===== src/rtl/os_result_drain_if.sv =====
`default_nettype none
// ---------------------------------------------------------------------------
// os_result_drain_if : row-stream bus carrying drained result rows | rev 1.0
// ---------------------------------------------------------------------------
interface os_result_drain_if #(
  parameter int ROWS      = 4,
  parameter int COLS      = 4,
  parameter int OUT_WIDTH = 16
);
  localparam int RW = (ROWS > 1) ? $clog2(ROWS) : 1;

  logic                      out_valid;
  logic                      out_ready;
  logic [COLS*OUT_WIDTH-1:0] out_data;
  logic [RW-1:0]             out_row;
  logic                      out_last;

  modport master (
    output out_valid,
    input  out_ready,
    output out_data,
    output out_row,
    output out_last
  );

  modport slave (
    input  out_valid,
    output out_ready,
    input  out_data,
    input  out_row,
    input  out_last
  );
endinterface
`default_nettype wire


===== src/rtl/os_result_drain.sv =====
`default_nettype none
// ---------------------------------------------------------------------------
// os_result_drain : snapshots an output-stationary PE array and streams it out
// row by row. OS_DRAIN_SAT_EN selects saturation instead of truncation. | rev 1.0
// ---------------------------------------------------------------------------
module os_result_drain #(
  parameter int ROWS      = 4,
  parameter int COLS      = 4,
  parameter int ACC_WIDTH = 24,
  parameter int OUT_WIDTH = 16
) (
  input  wire logic                          clk,
  input  wire logic                          rst,
  input  wire logic                          load_en,
  input  wire logic [ROWS*COLS*ACC_WIDTH-1:0] shadow_in,
  output logic                               busy,
  output logic                               overrun,
  input  wire logic                          overrun_clr,
  os_result_drain_if.master                  drain
);
  localparam int RW     = (ROWS > 1) ? $clog2(ROWS) : 1;
  localparam int ROW_W  = COLS * OUT_WIDTH;
  localparam logic [RW-1:0] LAST_ROW = RW'(ROWS - 1);

  typedef enum logic [1:0] {
    IDLE    = 2'd0,
    CAPTURE = 2'd1,
    DRAIN   = 2'd2
  } state_t;

  state_t                       state_q;
  state_t                       state_d;
  logic [RW-1:0]                row_q;
  logic [ROW_W-1:0]             buf_q [ROWS];
  logic [ROWS*COLS*OUT_WIDTH-1:0] conv;
  logic                         valid;
  logic                         xfer;
  logic                         is_last;

  // Narrowing is applied on the way into the buffer so only OUT_WIDTH bits are stored.
  generate
    for (genvar e = 0; e < ROWS*COLS; e++) begin : g_elem
      if (OUT_WIDTH < ACC_WIDTH) begin : g_narrow
`ifdef OS_DRAIN_SAT_EN
        assign conv[e*OUT_WIDTH +: OUT_WIDTH] =
          (|shadow_in[e*ACC_WIDTH+OUT_WIDTH +: ACC_WIDTH-OUT_WIDTH]) ?
          {OUT_WIDTH{1'b1}} : shadow_in[e*ACC_WIDTH +: OUT_WIDTH];
`else
        logic unused_hi;
        assign unused_hi = ^shadow_in[e*ACC_WIDTH+OUT_WIDTH +: ACC_WIDTH-OUT_WIDTH];
        assign conv[e*OUT_WIDTH +: OUT_WIDTH] = shadow_in[e*ACC_WIDTH +: OUT_WIDTH];
`endif
      end else begin : g_same
        assign conv[e*OUT_WIDTH +: OUT_WIDTH] = shadow_in[e*ACC_WIDTH +: OUT_WIDTH];
      end
    end
  endgenerate

  assign busy    = (state_q != IDLE);
  assign valid   = (state_q == DRAIN);
  assign is_last = (row_q == LAST_ROW);
  assign xfer    = valid & drain.out_ready;

  assign drain.out_valid = valid;
  assign drain.out_row   = row_q;
  assign drain.out_last  = valid & is_last;
  assign drain.out_data  = valid ? buf_q[row_q] : '0;

  always_ff @(posedge clk) begin
    if (rst) begin
      state_q <= IDLE;
    end else begin
      state_q <= state_d;
    end
  end

  always_comb begin
    state_d = state_q;
    case (state_q)
      IDLE:    if (load_en) state_d = CAPTURE;
      CAPTURE: state_d = DRAIN;
      DRAIN:   if (xfer && is_last) state_d = IDLE;
      default: state_d = IDLE;
    endcase
  end

  // Overrun set takes priority over a same-cycle clear.
  always_ff @(posedge clk) begin
    if (rst) begin
      row_q   <= '0;
      overrun <= 1'b0;
    end else begin
      if (state_q == CAPTURE) begin
        row_q <= '0;
      end else if (xfer) begin
        row_q <= is_last ? '0 : row_q + 1'b1;
      end
      if (load_en && busy) begin
        overrun <= 1'b1;
      end else if (overrun_clr) begin
        overrun <= 1'b0;
      end
    end
  end

  // Shadow registers settle on the load_en edge, so the snapshot is taken one cycle later.
  always_ff @(posedge clk) begin
    if (state_q == CAPTURE) begin
      for (int r = 0; r < ROWS; r++) begin
        buf_q[r] <= conv[r*ROW_W +: ROW_W];
      end
    end
  end
endmodule
`default_nettype wire


===== src/flat_wrapper.sv =====
// flat-port wrapper written by rule: the top's interface ports become plain ports
module os_result_drain_flat 
#(
  parameter int ROWS      = 4,
  parameter int COLS      = 4,
  parameter int ACC_WIDTH = 24,
  parameter int OUT_WIDTH = 16
)
  (clk, rst, load_en, shadow_in, busy, overrun, overrun_clr, drain_out_valid, drain_out_ready, drain_out_data, drain_out_row, drain_out_last);
  os_result_drain_if #(.ROWS(ROWS), .COLS(COLS), .OUT_WIDTH(OUT_WIDTH)) drain_i ();
  input  wire logic clk;
  input  wire logic rst;
  input  wire logic load_en;
  input  wire logic [ROWS*COLS*ACC_WIDTH-1:0] shadow_in;
  output logic busy;
  output logic overrun;
  input  wire logic overrun_clr;
  output wire logic [$bits(drain_i.out_valid)-1:0] drain_out_valid;
  input wire logic [$bits(drain_i.out_ready)-1:0] drain_out_ready;
  output wire logic [$bits(drain_i.out_data)-1:0] drain_out_data;
  output wire logic [$bits(drain_i.out_row)-1:0] drain_out_row;
  output wire logic [$bits(drain_i.out_last)-1:0] drain_out_last;
  assign drain_out_valid = drain_i.out_valid;
  assign drain_i.out_ready = drain_out_ready;
  assign drain_out_data = drain_i.out_data;
  assign drain_out_row = drain_i.out_row;
  assign drain_out_last = drain_i.out_last;
  os_result_drain #(.ROWS(ROWS), .COLS(COLS), .ACC_WIDTH(ACC_WIDTH), .OUT_WIDTH(OUT_WIDTH)) u_core (.clk(clk), .rst(rst), .load_en(load_en), .shadow_in(shadow_in), .busy(busy), .overrun(overrun), .overrun_clr(overrun_clr), .drain(drain_i));
endmodule

===== config.mk =====
export PLATFORM = sky130hd
export DESIGN_NAME = os_result_drain_flat
export DESIGN_NICKNAME = d
export VERILOG_FILES = /design/src/rtl/os_result_drain_if.sv /design/src/rtl/os_result_drain.sv /design/src/flat_wrapper.sv
export SDC_FILE = /design/constraint.sdc
export NUM_CORES = 1
export LEC_CHECK = 0
export BUFFER_PORTS_ARGS = -buffer_cell sky130_fd_sc_hd__buf_4
export CAP_MARGIN = 10
export CORE_UTILIZATION = 32
export CTS_BUF_LIST = sky130_fd_sc_hd__clkbuf_4 sky130_fd_sc_hd__clkbuf_8
export DETAILED_ROUTE_END_ITERATION = 12
export GPL_TIMING_DRIVEN = 0
export PLACE_DENSITY_LB_ADDON = 0.2
export SYNTH_ARGS = -nofsm -noshare
export SYNTH_HDL_FRONTEND = slang
export SYNTH_SLANG_ARGS = --single-unit

===== constraint.sdc =====
create_clock -name clk -period 35.5 [get_ports clk]
set_input_delay 0 -clock clk [delete_from_list [all_inputs] [get_ports clk]]
set_output_delay 0 -clock clk [all_outputs]
set_load 0.03 [all_outputs]

==> qor.txt, run 1 <==
Status - did not finish
Fail Step - clock tree synthesis
Error - [ERROR RSZ-0060] Max buffer count reached.
CTS Buffer Depth - 3
Syn Inst Count - 435
Ys Warns - 0
DP HPWL - 17000 um
Mean area per synthesized cell - 23.0 um2
DIE WIDTH - 179 um
GP Congestion - 0.765
# rows - 64
# port buffers - 330
Synthesized Nets - 825
CTS Sinks - 263
Hold_buf cts - 250
CTS buffer count - 46
Synthesized area - 0.0100 mm2
Htree depth - 2
Initial core utilization - 0.326
CTS Root Cell - clkbuf_8
Post-CTS Setup Inserts - 0
Boundary Pins - 459
Sequential area share after synthesis - 0.782
CTS resizes - 0
Die height - 179 um
Number of synthesized register bits - 263
Netlist cell types - 23
==> cell usage after synthesis (all sizes together) <==
cell,n,area [um2]
edfxtp,256,7690
and2,65,407
mux4,64,1460
buf,13,161
clkbuf,8,32.5
dfxtp,7,140
nand2,4,15.0
a21oi,3,15.0
nand3,3,15.0
a31oi,2,12.5
nor2,2,7.51
and2b,1,7.51
ha,1,12.5
inv,1,3.75
nand2b,1,6.26
nand4,1,6.26
nor2b,1,6.26
nor3b,1,7.51
or2,1,6.26
==> kinds of logic after synthesis <==
group | after synthesis | share of synthesized area
AOI/OAI and AO/OA | 5 | 0.00275
adders and majority gates | 1 | 0.00125
buffers and inverters | 22 | 0.0198
DFF | 263 | 0.782
muxes | 64 | 0.146
and+or+nand+nor | 80 | 0.0484
==> metrics by stage <==
stage	std cells	util	hold slack [ps]	setup slack (ps)	area [um2]
floorplan	435	-	69.1	22950	10000
global placement	1161	0.423	178	19520	13000
detailed placement	1168	0.428	179	33030	13100
==> run 2: changes to the inputs <==
--- a/config.mk
+++ b/config.mk
@@ -7,11 +7,10 @@
 export LEC_CHECK = 0
 export BUFFER_PORTS_ARGS = -buffer_cell sky130_fd_sc_hd__buf_4
 export CAP_MARGIN = 10
-export CORE_UTILIZATION = 32
-export CTS_BUF_LIST = sky130_fd_sc_hd__clkbuf_4 sky130_fd_sc_hd__clkbuf_8
+export CORE_UTILIZATION = 20
 export DETAILED_ROUTE_END_ITERATION = 12
 export GPL_TIMING_DRIVEN = 0
-export PLACE_DENSITY_LB_ADDON = 0.2
+export PLACE_DENSITY_LB_ADDON = 0.15
 export SYNTH_ARGS = -nofsm -noshare
 export SYNTH_HDL_FRONTEND = slang
 export SYNTH_SLANG_ARGS = --single-unit
==> run 2 against run 1 <==
Against the previous run:
- the run now ends clean
- area after synthesis is the same
- synthesized cell count stayed put
==> qor.txt, run 2 <==
Dominant cells by area after synthesis - edfxtp_1 77%, mux4_2 14%, and2_1 4.1%
Top cell type's share of synthesized area - 0.768 (unchanged)
Kind of cell adding the most delay to the critical path - buffers and inverters
Slew Limit Fails - 0
Footprint of the multi-input gates - 0.00199 mm2
Worst-margin pin slew - 731 ps
Area Growth Syn to Fin - 72.0%
Clock slew at reported path FFs - 60 ps
Htree depth - 2 (unchanged)
# port buffers - 330 (unchanged)
GP Congestion - 0.699 (-8.6%)
Die area - 0.0509 mm2
Critical path depth in cells - 5
Met2 Usage GRT - 0.190
PD cells - 45.8 mW/mm2
Critical Path Max Stage Delay - 510 ps
Hold Path Depth - 2
CTS Sinks - 263 (unchanged)
Ys async rst share - 0 (unchanged)
Leak Pwr - 6.42 nW
Hold Fails Final Rpt - 0
Nets - 1460
Post-synth top cells - 256 x edfxtp_1, 65 x and2_1, 60 x mux4_2
Commonest non-fill, non-tap cell in the layout - buf_4
Worst Path Max Fanout - 10
Setup violations, final - 0
Tmin final - 2570 ps
Max Freq - 0.389 GHz
Total GRT Usage - 0.111
Antenna-violating nets left - 0
Setup TNS - 0 ps
Initial antenna violation count - 1
Cell breakdown of the critical path - and2b_1, clkbuf_2, clkbuf_1, and2_1, buf_4
Worst Skew - 7.20 ps
Worst hold slack - 188 ps
Arrival time worst endpoint - 2570 ps
Synthesized Nets - 825 (unchanged)
Ys Warns - 0 (unchanged)
Cell taking the most area after synthesis - edfxtp_1
Initial core utilization - 0.204 (-0.123)
Crit path buf inv count - 3
# rows - 81 (+27%)
DR WL/cell - 16.1 um
DR vias/cell - 3.68
Critical Path RT - 35500 ps
Number of global-route vias before repair - 7372
FF-to-FF Start - u_core.state_q[0]
Residual DRC - 0
Critical path origin - u_core.state_q[1]
Max reg flops - 256
FILL cells - 4750
DP HPWL - 19000 um (+12%)
Maximum vdd ir drop - 0.0307 mV
Placed cells - 1438 (+23%)
Final wirelength - 28200 um
Non-Filler Instances - 1758
Core footprint - 0.0492 mm2
Met3 Resource Use GR - 0.0370
Biggest register - u_core.buf_q
Register Area - 0.00783 mm2
Status - finished clean
CTS Buffer Depth - 3 (unchanged)
Post-layout worst setup margin - 32930 ps
DR iter-0 viols - 160
Grt ovf - 0
Period utilization - 0.0724
Setup CP Type - reg -> out
Main flop type after synthesis - edfxtp_1
Mean area per synthesized cell - 23.0 um2 (unchanged)
Sequential area share after synthesis - 0.782 (unchanged)
CTS resizes - 0 (unchanged)
M1 GR Usage - 0.128
Largest net degree at the start of global routing - 33
Die height - 226 um (+26%)
CTS tree - yes
DIE WIDTH - 226 um (+26%)
First-pass GRT wire length - 42200 um
EDFF count, synth - 256 (unchanged)
Busiest grt layer - met2
Layout cells sized above 1 - 0.420
Netlist cell types - 23 (unchanged)
Synthesized area - 0.0100 mm2 (unchanged)
Number of synthesized register bits - 263 (unchanged)
Cell depth of the worst flop-to-flop path - 5
Critical Path Start Type - flop
Worst min path class - in -> reg
Syn Inst Count - 435 (unchanged)
Critical Path Slowest Stage Cell - clkbuf_1
CTS buffer count - 34 (-26%)
Worst skew pair latency - 520 ps
Top-count cell post-synth - edfxtp_1
Worst slew margin - 0.512
RSZ-0062 raised after global routing - false
CP Capture Type - output pin
Max Cap Viol - 0
Total number of vias - 6476
Antenna cell count - 0
CTS Root Cell - clkbuf_16
DRT Pass-1 Iters - 4
Hold_sp - shadow_in[76]
Place WS - 33090 ps (+51.2 ps)
Most frequent cells in the layout - 330 x buf_4, 260 x dlygate4sd3_1, 256 x edfxtp_1
Boundary Pins - 459 (unchanged)
run 2: logic make-up after synthesis:
group                      share of synthesized area
AOI/OAI and AO/OA                            0.00275
adders and majority gates                    0.00125
buffers and inverters                         0.0198
DFF                                            0.782
muxes                                          0.146
and+or+nand+nor                               0.0484
run 2: layout make-up:
| cell class | instances | area share |
|---|---|---|
| multi-input combinational | 150 | 0.116 |
| clock inverter | 13 | 0.00785 |
| buffer | 21 | 0.0113 |
| inverter | 1 | 0.000218 |
| timing repair buffer | 599 | 0.306 |
| tap | 664 | 0.0483 |
| clock buffer | 47 | 0.0560 |
| sequential | 263 | 0.455 |
run 2: layer usage:
metal	share of wire	up-vias
met2	0.50	201
met5	0	-
met3	0.073	45
li1	-	3066
met4	0.025	0
met1	0.40	3164
run 2: worst paths after layout:
kind | slack (ps) | end
max | 32930 | drain_out_data[38]
min | 190 | u_core.buf_q[0][52]
max reg2reg | 33160 | u_core.buf_q[2][57]
min reg2reg | 540 | flop
run 2: what timing repair did:
item | in CTS | in global routing
hold buffers | 260 | 0
endpoints found under the setup margin | 0 | 0
endpoints found under the hold margin | 263 | 0
buffers inserted | 0 | 0
run 2: per-stage QoR:
stage | utilization | power, W | cell area (um2)
3_5_place_dp | 0.275 | 0.000433 | 13500
6_report | 0.350 | 0.000788 | 17200
3_3_place_gp | 0.271 | 0.000441 | 13300
5_1_grt | 0.350 | 0.000820 | 17200
4_1_cts | 0.350 | 0.000805 | 17200
2_1_floorplan | - | 0.000401 | 10000
run 2: power by group:
group	leakage, nW	internal [W]	total [W]	switching (W)
Sequential	2.42	0.000359	0.000362	0.00000357
Clock	0.533	0.000211	0.000339	0.000128
Combinational	3.47	0.0000535	0.0000868	0.0000333
Total	6.42	0.000623	0.000788	0.000165
run 2: worst reg2reg max path: stages, from the launching register on:
cell and delay (ps):
dfxtp_1 430, nor2b_4 660, buf_12 280, buf_16 200, buf_12 210, buf_12 230
(Power assumes the default switching activity.)
